**src/rtl/rv32v_types_pkg.sv**
```systemverilog
// Shared RV32V encodings plus the sequencer state type and the VLMAX helper.
package rv32v_types_pkg;

   typedef enum logic [2:0] {
      SEW8  = 3'd0,
      SEW16 = 3'd1,
      SEW32 = 3'd2,
      SEW64 = 3'd3
   } vsew_t;

   typedef enum logic [2:0] {
      LMUL1    = 3'd0,
      LMUL2    = 3'd1,
      LMUL4    = 3'd2,
      LMUL8    = 3'd3,
      LMUL_RSV = 3'd4,
      LMULF8   = 3'd5,
      LMULF4   = 3'd6,
      LMULF2   = 3'd7
   } vlmul_t;

   typedef enum logic {
      VSEQ_IDLE = 1'b0,
      VSEQ_RUN  = 1'b1
   } vseq_state_t;

   // Elements per register group: VLEN/SEW scaled by LMUL (fractional codes 5..7 divide by 8..2).
   function automatic int vlmax(vsew_t sew, vlmul_t lmul, int vlen);
      logic [2:0] m;
      int         base;
      m    = lmul;
      base = vlen >> (3 + int'(sew));
      if (!m[2]) return base << m[1:0];
      else       return base >> (8 - int'(m));
   endfunction

endpackage

```
**src/rtl/vseq_lane_addr.sv**
```systemverilog
// Combinational map from a beat's base element index to the per-lane payload.
module vseq_lane_addr
   import rv32v_types_pkg::*;
#(
   parameter int NUM_LANES = 4,
   parameter int VL_W      = 8,
   parameter int BO_W      = 4
)(
   input  logic [VL_W-1:0]           i_idx,
   input  logic [VL_W-1:0]           i_vl,
   input  logic [VL_W-1:0]           i_vstart,
   input  logic [2:0]                i_vsew,
   input  logic [4:0]                i_vd_base,
   input  logic [4:0]                i_vs1_base,
   input  logic [4:0]                i_vs2_base,
   output logic [NUM_LANES-1:0]      o_lane_active,
   output logic [NUM_LANES*VL_W-1:0] o_elem_idx,
   output logic [NUM_LANES*BO_W-1:0] o_byte_off,
   output logic [4:0]                o_vd_sel,
   output logic [4:0]                o_vs1_sel,
   output logic [4:0]                o_vs2_sel,
   output logic                      o_last
);

   // Wide enough for idx+lane and a <<vsew byte address without wrapping.
   localparam int EW = VL_W + 4;

   logic [EW-1:0] w_base_byte;
   logic [4:0]    w_roff;

   // A beat never straddles registers, so lane 0's byte address picks the register.
   // byte_off = (e % EPR) << vsew is the low BO_W bits of e << vsew; the rest is the reg offset.
   assign w_base_byte = EW'(i_idx) << i_vsew;
   assign w_roff      = 5'(w_base_byte >> BO_W);
   assign o_vd_sel    = i_vd_base  + w_roff;
   assign o_vs1_sel   = i_vs1_base + w_roff;
   assign o_vs2_sel   = i_vs2_base + w_roff;
   assign o_last      = (EW'(i_idx) + EW'(NUM_LANES)) >= EW'(i_vl);

   for (genvar l = 0; l < NUM_LANES; l++) begin : g_lane
      logic [EW-1:0] w_e;
      logic [EW-1:0] w_eb;
      assign w_e  = EW'(i_idx) + EW'(l);
      assign w_eb = w_e << i_vsew;
      assign o_elem_idx[l*VL_W +: VL_W] = VL_W'(w_e);
      assign o_byte_off[l*BO_W +: BO_W] = BO_W'(w_eb);
      assign o_lane_active[l] = (w_e >= EW'(i_vstart)) && (w_e < EW'(i_vl));
   end

endmodule

```
**src/rtl/vlane_element_sequencer.sv**
```systemverilog
// Walks [vstart, vl) of an issued vector op NUM_LANES elements per beat, with
// backpressure, kill and config checking. Payload is registered (1-cycle latency).
module vlane_element_sequencer
   import rv32v_types_pkg::*;
#(
   parameter  int VLEN      = 128,
   parameter  int NUM_LANES = 4,
   parameter  int ELEN      = 32,
   localparam int VLENB     = VLEN / 8,
   localparam int VL_W      = $clog2(VLEN) + 1,
   localparam int BO_W      = $clog2(VLENB)
)(
   input  logic                      CLK,
   input  logic                      RST,
   input  logic                      start_valid,
   output logic                      start_ready,
   input  logic [VL_W-1:0]           vl,
   input  logic [VL_W-1:0]           vstart,
   input  logic [2:0]                vsew,
   input  logic [2:0]                vlmul,
   input  logic [4:0]                vd_base,
   input  logic [4:0]                vs1_base,
   input  logic [4:0]                vs2_base,
   input  logic                      kill,
   output logic                      out_valid,
   input  logic                      out_ready,
   output logic [NUM_LANES-1:0]      lane_active,
   output logic [NUM_LANES*VL_W-1:0] elem_idx,
   output logic [NUM_LANES*BO_W-1:0] byte_off,
   output logic [4:0]                vd_sel,
   output logic [4:0]                vs1_sel,
   output logic [4:0]                vs2_sel,
   output logic                      last,
   output logic                      done,
   output logic                      err
);

   localparam int SEW_MAX = $clog2(ELEN / 8);

   if (VLENB / (ELEN / 8) < NUM_LANES) begin : g_bad_cfg
      $error("vlane_element_sequencer: one beat would span two registers");
   end

   vseq_state_t r_state, w_nstate;

   logic [VL_W-1:0] r_idx, r_vl, r_vstart;
   logic [2:0]      r_vsew;
   logic [4:0]      r_vd, r_vs1, r_vs2;
   logic            r_out_valid, r_last, r_done, r_err;
   logic [NUM_LANES-1:0]      r_act;
   logic [NUM_LANES*VL_W-1:0] r_eidx;
   logic [NUM_LANES*BO_W-1:0] r_boff;
   logic [4:0]                r_vd_sel, r_vs1_sel, r_vs2_sel;

   logic            w_accept, w_cfg_bad, w_empty, w_go, w_fire, w_adv, w_end;
   logic [31:0]     w_vlmax;
   logic [VL_W-1:0] w_s_idx, w_s_vl, w_s_vstart;
   logic [2:0]      w_s_vsew;
   logic [4:0]      w_s_vd, w_s_vs1, w_s_vs2;
   logic [NUM_LANES-1:0]      w_act;
   logic [NUM_LANES*VL_W-1:0] w_eidx;
   logic [NUM_LANES*BO_W-1:0] w_boff;
   logic [4:0]                w_vd_sel, w_vs1_sel, w_vs2_sel;
   logic                      w_last;

   // kill wins over a same-cycle start, so the start is simply not taken.
   assign w_accept  = start_valid && (r_state == VSEQ_IDLE) && !kill;
   assign w_vlmax   = 32'(vlmax(vsew_t'(vsew), vlmul_t'(vlmul), VLEN));
   assign w_cfg_bad = (vsew > 3'(SEW_MAX)) || (vlmul == 3'd4) || (32'(vl) > w_vlmax);
   assign w_empty   = (vstart >= vl);
   assign w_go      = w_accept && !w_cfg_bad && !w_empty;
   assign w_fire    = r_out_valid && out_ready;
   assign w_adv     = w_fire && !r_last;
   assign w_end     = w_fire && r_last;

   // The address mapper computes the next beat: first beat from the inputs, later ones from latched config.
   assign w_s_idx    = w_go ? (vstart & ~VL_W'(NUM_LANES - 1)) : (r_idx + VL_W'(NUM_LANES));
   assign w_s_vl     = w_go ? vl       : r_vl;
   assign w_s_vstart = w_go ? vstart   : r_vstart;
   assign w_s_vsew   = w_go ? vsew     : r_vsew;
   assign w_s_vd     = w_go ? vd_base  : r_vd;
   assign w_s_vs1    = w_go ? vs1_base : r_vs1;
   assign w_s_vs2    = w_go ? vs2_base : r_vs2;

   vseq_lane_addr #(
      .NUM_LANES (NUM_LANES),
      .VL_W      (VL_W),
      .BO_W      (BO_W)
   ) u_addr (
      .i_idx         (w_s_idx),
      .i_vl          (w_s_vl),
      .i_vstart      (w_s_vstart),
      .i_vsew        (w_s_vsew),
      .i_vd_base     (w_s_vd),
      .i_vs1_base    (w_s_vs1),
      .i_vs2_base    (w_s_vs2),
      .o_lane_active (w_act),
      .o_elem_idx    (w_eidx),
      .o_byte_off    (w_boff),
      .o_vd_sel      (w_vd_sel),
      .o_vs1_sel     (w_vs1_sel),
      .o_vs2_sel     (w_vs2_sel),
      .o_last        (w_last)
   );

   // State register.
   always_ff @(posedge CLK) begin
      if (RST) r_state <= VSEQ_IDLE;
      else     r_state <= w_nstate;
   end

   // Next state: IDLE->RUN on a legal non-empty start; RUN->IDLE on kill or final handshake.
   always_comb begin
      w_nstate = r_state;
      case (r_state)
         VSEQ_IDLE: if (w_go) w_nstate = VSEQ_RUN;
         VSEQ_RUN:  if (kill || w_end) w_nstate = VSEQ_IDLE;
         default:   w_nstate = VSEQ_IDLE;
      endcase
   end

   // Outputs: handshake from state, everything else straight from the payload registers.
   always_comb begin
      start_ready = (r_state == VSEQ_IDLE);
      out_valid   = r_out_valid;
      lane_active = r_act;
      elem_idx    = r_eidx;
      byte_off    = r_boff;
      vd_sel      = r_vd_sel;
      vs1_sel     = r_vs1_sel;
      vs2_sel     = r_vs2_sel;
      last        = r_last;
      done        = r_done;
      err         = r_err;
   end

   // Latch op config on a real start; the mapper reads it for later beats.
   always_ff @(posedge CLK) begin
      if (RST) begin
         r_vl <= '0; r_vstart <= '0; r_vsew <= '0;
         r_vd <= '0; r_vs1 <= '0; r_vs2 <= '0;
      end else if (w_go) begin
         r_vl <= vl; r_vstart <= vstart; r_vsew <= vsew;
         r_vd <= vd_base; r_vs1 <= vs1_base; r_vs2 <= vs2_base;
      end
   end

   // Beat counter, payload registers and done/err pulses; payload holds while stalled.
   always_ff @(posedge CLK) begin
      if (RST || kill) begin
         r_out_valid <= 1'b0; r_last <= 1'b0; r_done <= 1'b0; r_err <= 1'b0;
         r_act <= '0; r_eidx <= '0; r_boff <= '0;
         r_vd_sel <= '0; r_vs1_sel <= '0; r_vs2_sel <= '0;
         if (RST) r_idx <= '0;
      end else begin
         r_done <= w_accept && !w_cfg_bad && w_empty;
         r_err  <= w_accept && w_cfg_bad;
         if (w_go || w_adv) begin
            r_idx       <= w_s_idx;
            r_out_valid <= 1'b1;
            r_act       <= w_act;
            r_eidx      <= w_eidx;
            r_boff      <= w_boff;
            r_vd_sel    <= w_vd_sel;
            r_vs1_sel   <= w_vs1_sel;
            r_vs2_sel   <= w_vs2_sel;
            r_last      <= w_last;
         end else if (w_end) begin
            r_out_valid <= 1'b0; r_last <= 1'b0; r_done <= 1'b1;
            r_act <= '0; r_eidx <= '0; r_boff <= '0;
            r_vd_sel <= '0; r_vs1_sel <= '0; r_vs2_sel <= '0;
         end
      end
   end

endmodule
```
**config.mk**
```make
export PLATFORM = sky130hd
export DESIGN_NAME = vlane_element_sequencer
export DESIGN_NICKNAME = d
export VERILOG_FILES = /design/src/rtl/rv32v_types_pkg.sv /design/src/rtl/vseq_lane_addr.sv /design/src/rtl/vlane_element_sequencer.sv
export SDC_FILE = /design/constraint.sdc
export NUM_CORES = 1
export LEC_CHECK = 0
export ABC_AREA = 1
export CORE_UTILIZATION = 60
export DETAILED_ROUTE_END_ITERATION = 7
export GPL_ROUTABILITY_DRIVEN = 1
export MAX_ROUTING_LAYER = met4
export PLACE_DENSITY = 0.87
export SLEW_MARGIN = 20
export SYNTH_ARGS = -nofsm -noshare
export SYNTH_HDL_FRONTEND = slang
export SYNTH_SLANG_ARGS = --single-unit
export TNS_END_PERCENT = 1
```
**constraint.sdc**
```tcl
create_clock -name CLK -period 8.3 [get_ports CLK]
set_input_delay 1.66 -clock CLK [delete_from_list [all_inputs] [get_ports CLK]]
set_output_delay 1.66 -clock CLK [all_outputs]
set_load 0.02 [all_outputs]
```
==> results.md <==
| Item | Value |
|---|---|
| Max_cap viols | 0 |
| Global Route Usage Sum | 0.348 |
| Number of input and output port buffers inserted | 113 |
| Latest clock arrival within the worst-skew pair | 0.36 ns |
| Area share of and/or/nand/nor cells after synthesis | 0.246 |
| Average detailed-routed wire length per instance | 16.4 um |
| Placed wire-length estimate | 15600 um |
| Required time worst endpoint | 8.56 ns |
| Cell chosen for the clock root | clkbuf_16 |
| Maximum clock rate | 0.137 GHz |
| Static Leak | 0.00420 uW |
| # resized after CTS | 0 |
| Outcome | finished, final reports clean |
| Maximum buffer depth of the clock tree | 2 |
| Most prevalent standard cell on the critical path | nand2_1 |
| Crit-path max FO | 29 |
| DRC violations left | 0 |
| Final TNS setup | 0 ns |
| Total of fill cells in the finished design | 933 |
| Number of register bits inferred by synthesis | 110 |
| CP Class | in -> reg |
| Synthesis-to-layout area growth | 20.5% |
| Chip height | 114 um |
| Post-layout nets | 1272 |
| Die boundary width | 114 um |
| Setup fix buffers added after clock tree synthesis | 0 |
| RSZ-0062 raised after global routing | false |
| First-pass GRT wire length | 34500 um |
| Worst vdd rail ir drop | 0.133 mV |
| Post-synth EDFFs | 8 |
| H-Tree Level Count | 3 |
| Final weighted congestion of routability-driven global placement | 0.951 |
| Total chip power | 1300 uW |
| Clock tree from TritonCTS | yes |
| Initial antenna violation count | 0 |
| Main combinational cell family by area after synthesis | simple AND/OR/NAND/NOR gates |
| Warnings from Yosys | 0 |
| Leftover overflow at the end of global routing | 0 |
| CP peak stage delay | 0.59 ns |
| Setup-violating endpoint count in the final report | 0 |
| Time the worst path needs with I/O delays and setup | 7.31 ns |
| Starting Density | 0.621 |
| Primary flip-flop cell chosen by synthesis mapping | dfxtp_1 |
| First-iteration detailed-routing DRC count | 710 |
| Hold/Removal Path Class | reg -> reg |
| PwrDens | 143 nW/um^2 |
| Inserted Clock Buffers | 9 |
| Crit path max-delay cell type | o21ai_0 |
| Number of buffers added to fix hold violations after cts | 0 |
| Portion of netlist area occupied by mux cells | 0.00265 |
| Post-Synthesis Cell Area | 7550 um^2 |
| Number of rows created at floorplan | 40 |
| Area of combinational cells with multiple inputs | 4610 um^2 |
| Worst slew margin relative to its limit | 0.246 |
| Number of different library cells in the post-synthesis netlist | 51 |
| Combined flip-flop and latch cell area | 2280 um^2 |
| Type of origin of the critical path | primary input |
| Hold violation total from the final report | 0 |
| Number of standard cells after synthesis | 1028 |
| Floorplan die area | 13000 um^2 |
| Share of layout cells above drive strength 1 | 0.0654 |
| Kind of end point of the critical path | flop |
| Boundary Pins | 114 |
| Synthesized-area fraction occupied by xor and xnor cells | 0.0232 |
| Number of diodes | 0 |
| Number of antenna-violating nets in the routed design | 0 |
| Core box area | 12200 um^2 |
| Sequential area share after synthesis | 0.302 |
| Routed wire length | 21300 um |
| Routed via count divided by cell count | 5.74 |
| Fraction of registers with async set/reset | 0 |
| Net count after synthesis | 1174 |
| Placed standard-cell area | 8790 um^2 |
| Setup skew after layout | 0.0103 ns |
| Mapped Avg Cell Area | 7.34 um^2 |
| Number of vias in the routed layout | 7459 |
| Final design instance area without fill | 9100 um^2 |
| Adder and majority cell fraction of the synthesized area | 0.175 |
| Max-slew violations | 0 |
| Number of global-route vias before repair | 7140 |
| Largest net degree at the start of global routing | 44 |
| Post-synthesis compound-gate area fraction | 0.164 |
| TritonCTS sink count | 110 |
| Least-Margin Pin Slew | 1.12 ns |
| CP arrival | 7.57 ns |
| Clock-pin slew of the registers on the worst-case setup and hold paths | 0.07 ns |
| TritonRoute pass-1 iters | 8 |
| Final critical-path share of the clock period | 0.881 |
Yosys cell counts, drive strengths merged (8+ instances only):
master,number,share of area
nor2,90,0.048
xor2,15,0.017
inv,122,0.061
clkbuf,20,0.0099
nand2,254,0.13
a32o,8,0.011
a21oi,75,0.050
nand3,41,0.028
dfxtp,102,0.27
o21ai,60,0.043
buf,17,0.015
nor3,10,0.0094
ha,101,0.17
edfxtp,8,0.032
nand4,13,0.013
or2,16,0.013
metal layers:
layer	wire [um]	global-route usage	up-vias
met5	0	-	-
met4	449	0.126	0
met3	1800	0.0551	43
met2	9970	0.565	357
met1	9080	0.438	3447
li1	-	-	3612
cell type report:
type	count	area share
Sequential cell	110	0.251
Timing Repair Buffer	124	0.133
Tap cell	168	0.0231
Clock inverter	5	0.00715
Clock buffer	11	0.0267
Multi-Input combinational cell	756	0.507
Inverter	125	0.0516
layout by cell type (no fill, tap or decap), types with 3 or more instances in the layout:
| master | n |
|---|---|
| a21o_1 | 7 |
| a21oi_1 | 74 |
| a22o_1 | 7 |
| a31oi_1 | 6 |
| a32o_1 | 8 |
| buf_4 | 11 |
| clkbuf_16 | 9 |
| clkdlybuf4s50_1 | 113 |
| clkinv_1 | 3 |
| dfxtp_1 | 102 |
| edfxtp_1 | 8 |
| fa_1 | 3 |
| ha_1 | 101 |
| inv_1 | 114 |
| inv_2 | 8 |
| nand2_1 | 244 |
| nand2_2 | 9 |
| nand3_1 | 40 |
| nand4_1 | 12 |
| nor2_1 | 84 |
| nor2_2 | 3 |
| nor2_4 | 3 |
| nor3_1 | 7 |
| o2111ai_1 | 6 |
| o211ai_1 | 7 |
| o21ai_0 | 50 |
| o21ai_1 | 6 |
| o21ai_2 | 3 |
| o21bai_1 | 7 |
| o311ai_0 | 3 |
| o31ai_1 | 7 |
| or2_2 | 14 |
| xnor2_1 | 5 |
| xor2_1 | 15 |
logic make-up (layout without fill, tap and decap cells):
logic type | Yosys count | in the layout
DFF | 110 | 110
buffers and inverters | 162 | 265
AOI/OAI and AO/OA | 202 | 202
and+or+nand+nor | 428 | 428
adders and majority gates | 104 | 104
xor gates and xnor gates | 20 | 20
muxes | 2 | 2
worst max-delay path, delay by kind of cell:
family,cells,cell delay [ns]
AOI/OAI and AO/OA,4,1.15
adders and majority gates,4,1.34
buffers and inverters,9,1.64
and+or+nand+nor,16,1.75
flip-flops by register name, summed over array words and instances, names as in the netlist:
register and count:
vd_sel 5, r_vs1 5, out_valid 1, r_vs2 5, r_vd 5, r_vl 8, r_state 1, vs1_sel 5
r_vsew 3, byte_off 14, last 1, elem_idx 30, r_idx 8, lane_active 4, vs2_sel 5, r_vstart 8
err 1, done 1
per-stage QoR:
stage	util	worst slack [ns]	cells	hold slack, ns
finish	0.748	0.985	1299	0.463
global route	0.748	0.402	1299	0.478
CTS	0.748	1.05	1299	0.465
detailed placement	0.723	0.729	1283	0.447
global placement	0.723	0.837	1283	0.446
floorplan	-	2.22	1028	0.461
path summary, 6_finish.rpt:
check / start / end / slack [ns] / cells after the start
worst max-delay path: vlmul[0] / vs1_sel[4] / 0.99 / 33
worst min-delay path: vd_sel[4] / vd_sel[4] / 0.46 / 2
worst max register to register: r_state / vs1_sel[4] / 4.14 / 21
worst min register to register: vd_sel[4] / vd_sel[4] / 0.46 / 2
where the power goes:
part | internal [uW] | switching [uW]
clock | 247 | 205
combinational | 113 | 193
sequential | 540 | 3.51
Note: power is estimated with default switching activity, not from simulation.
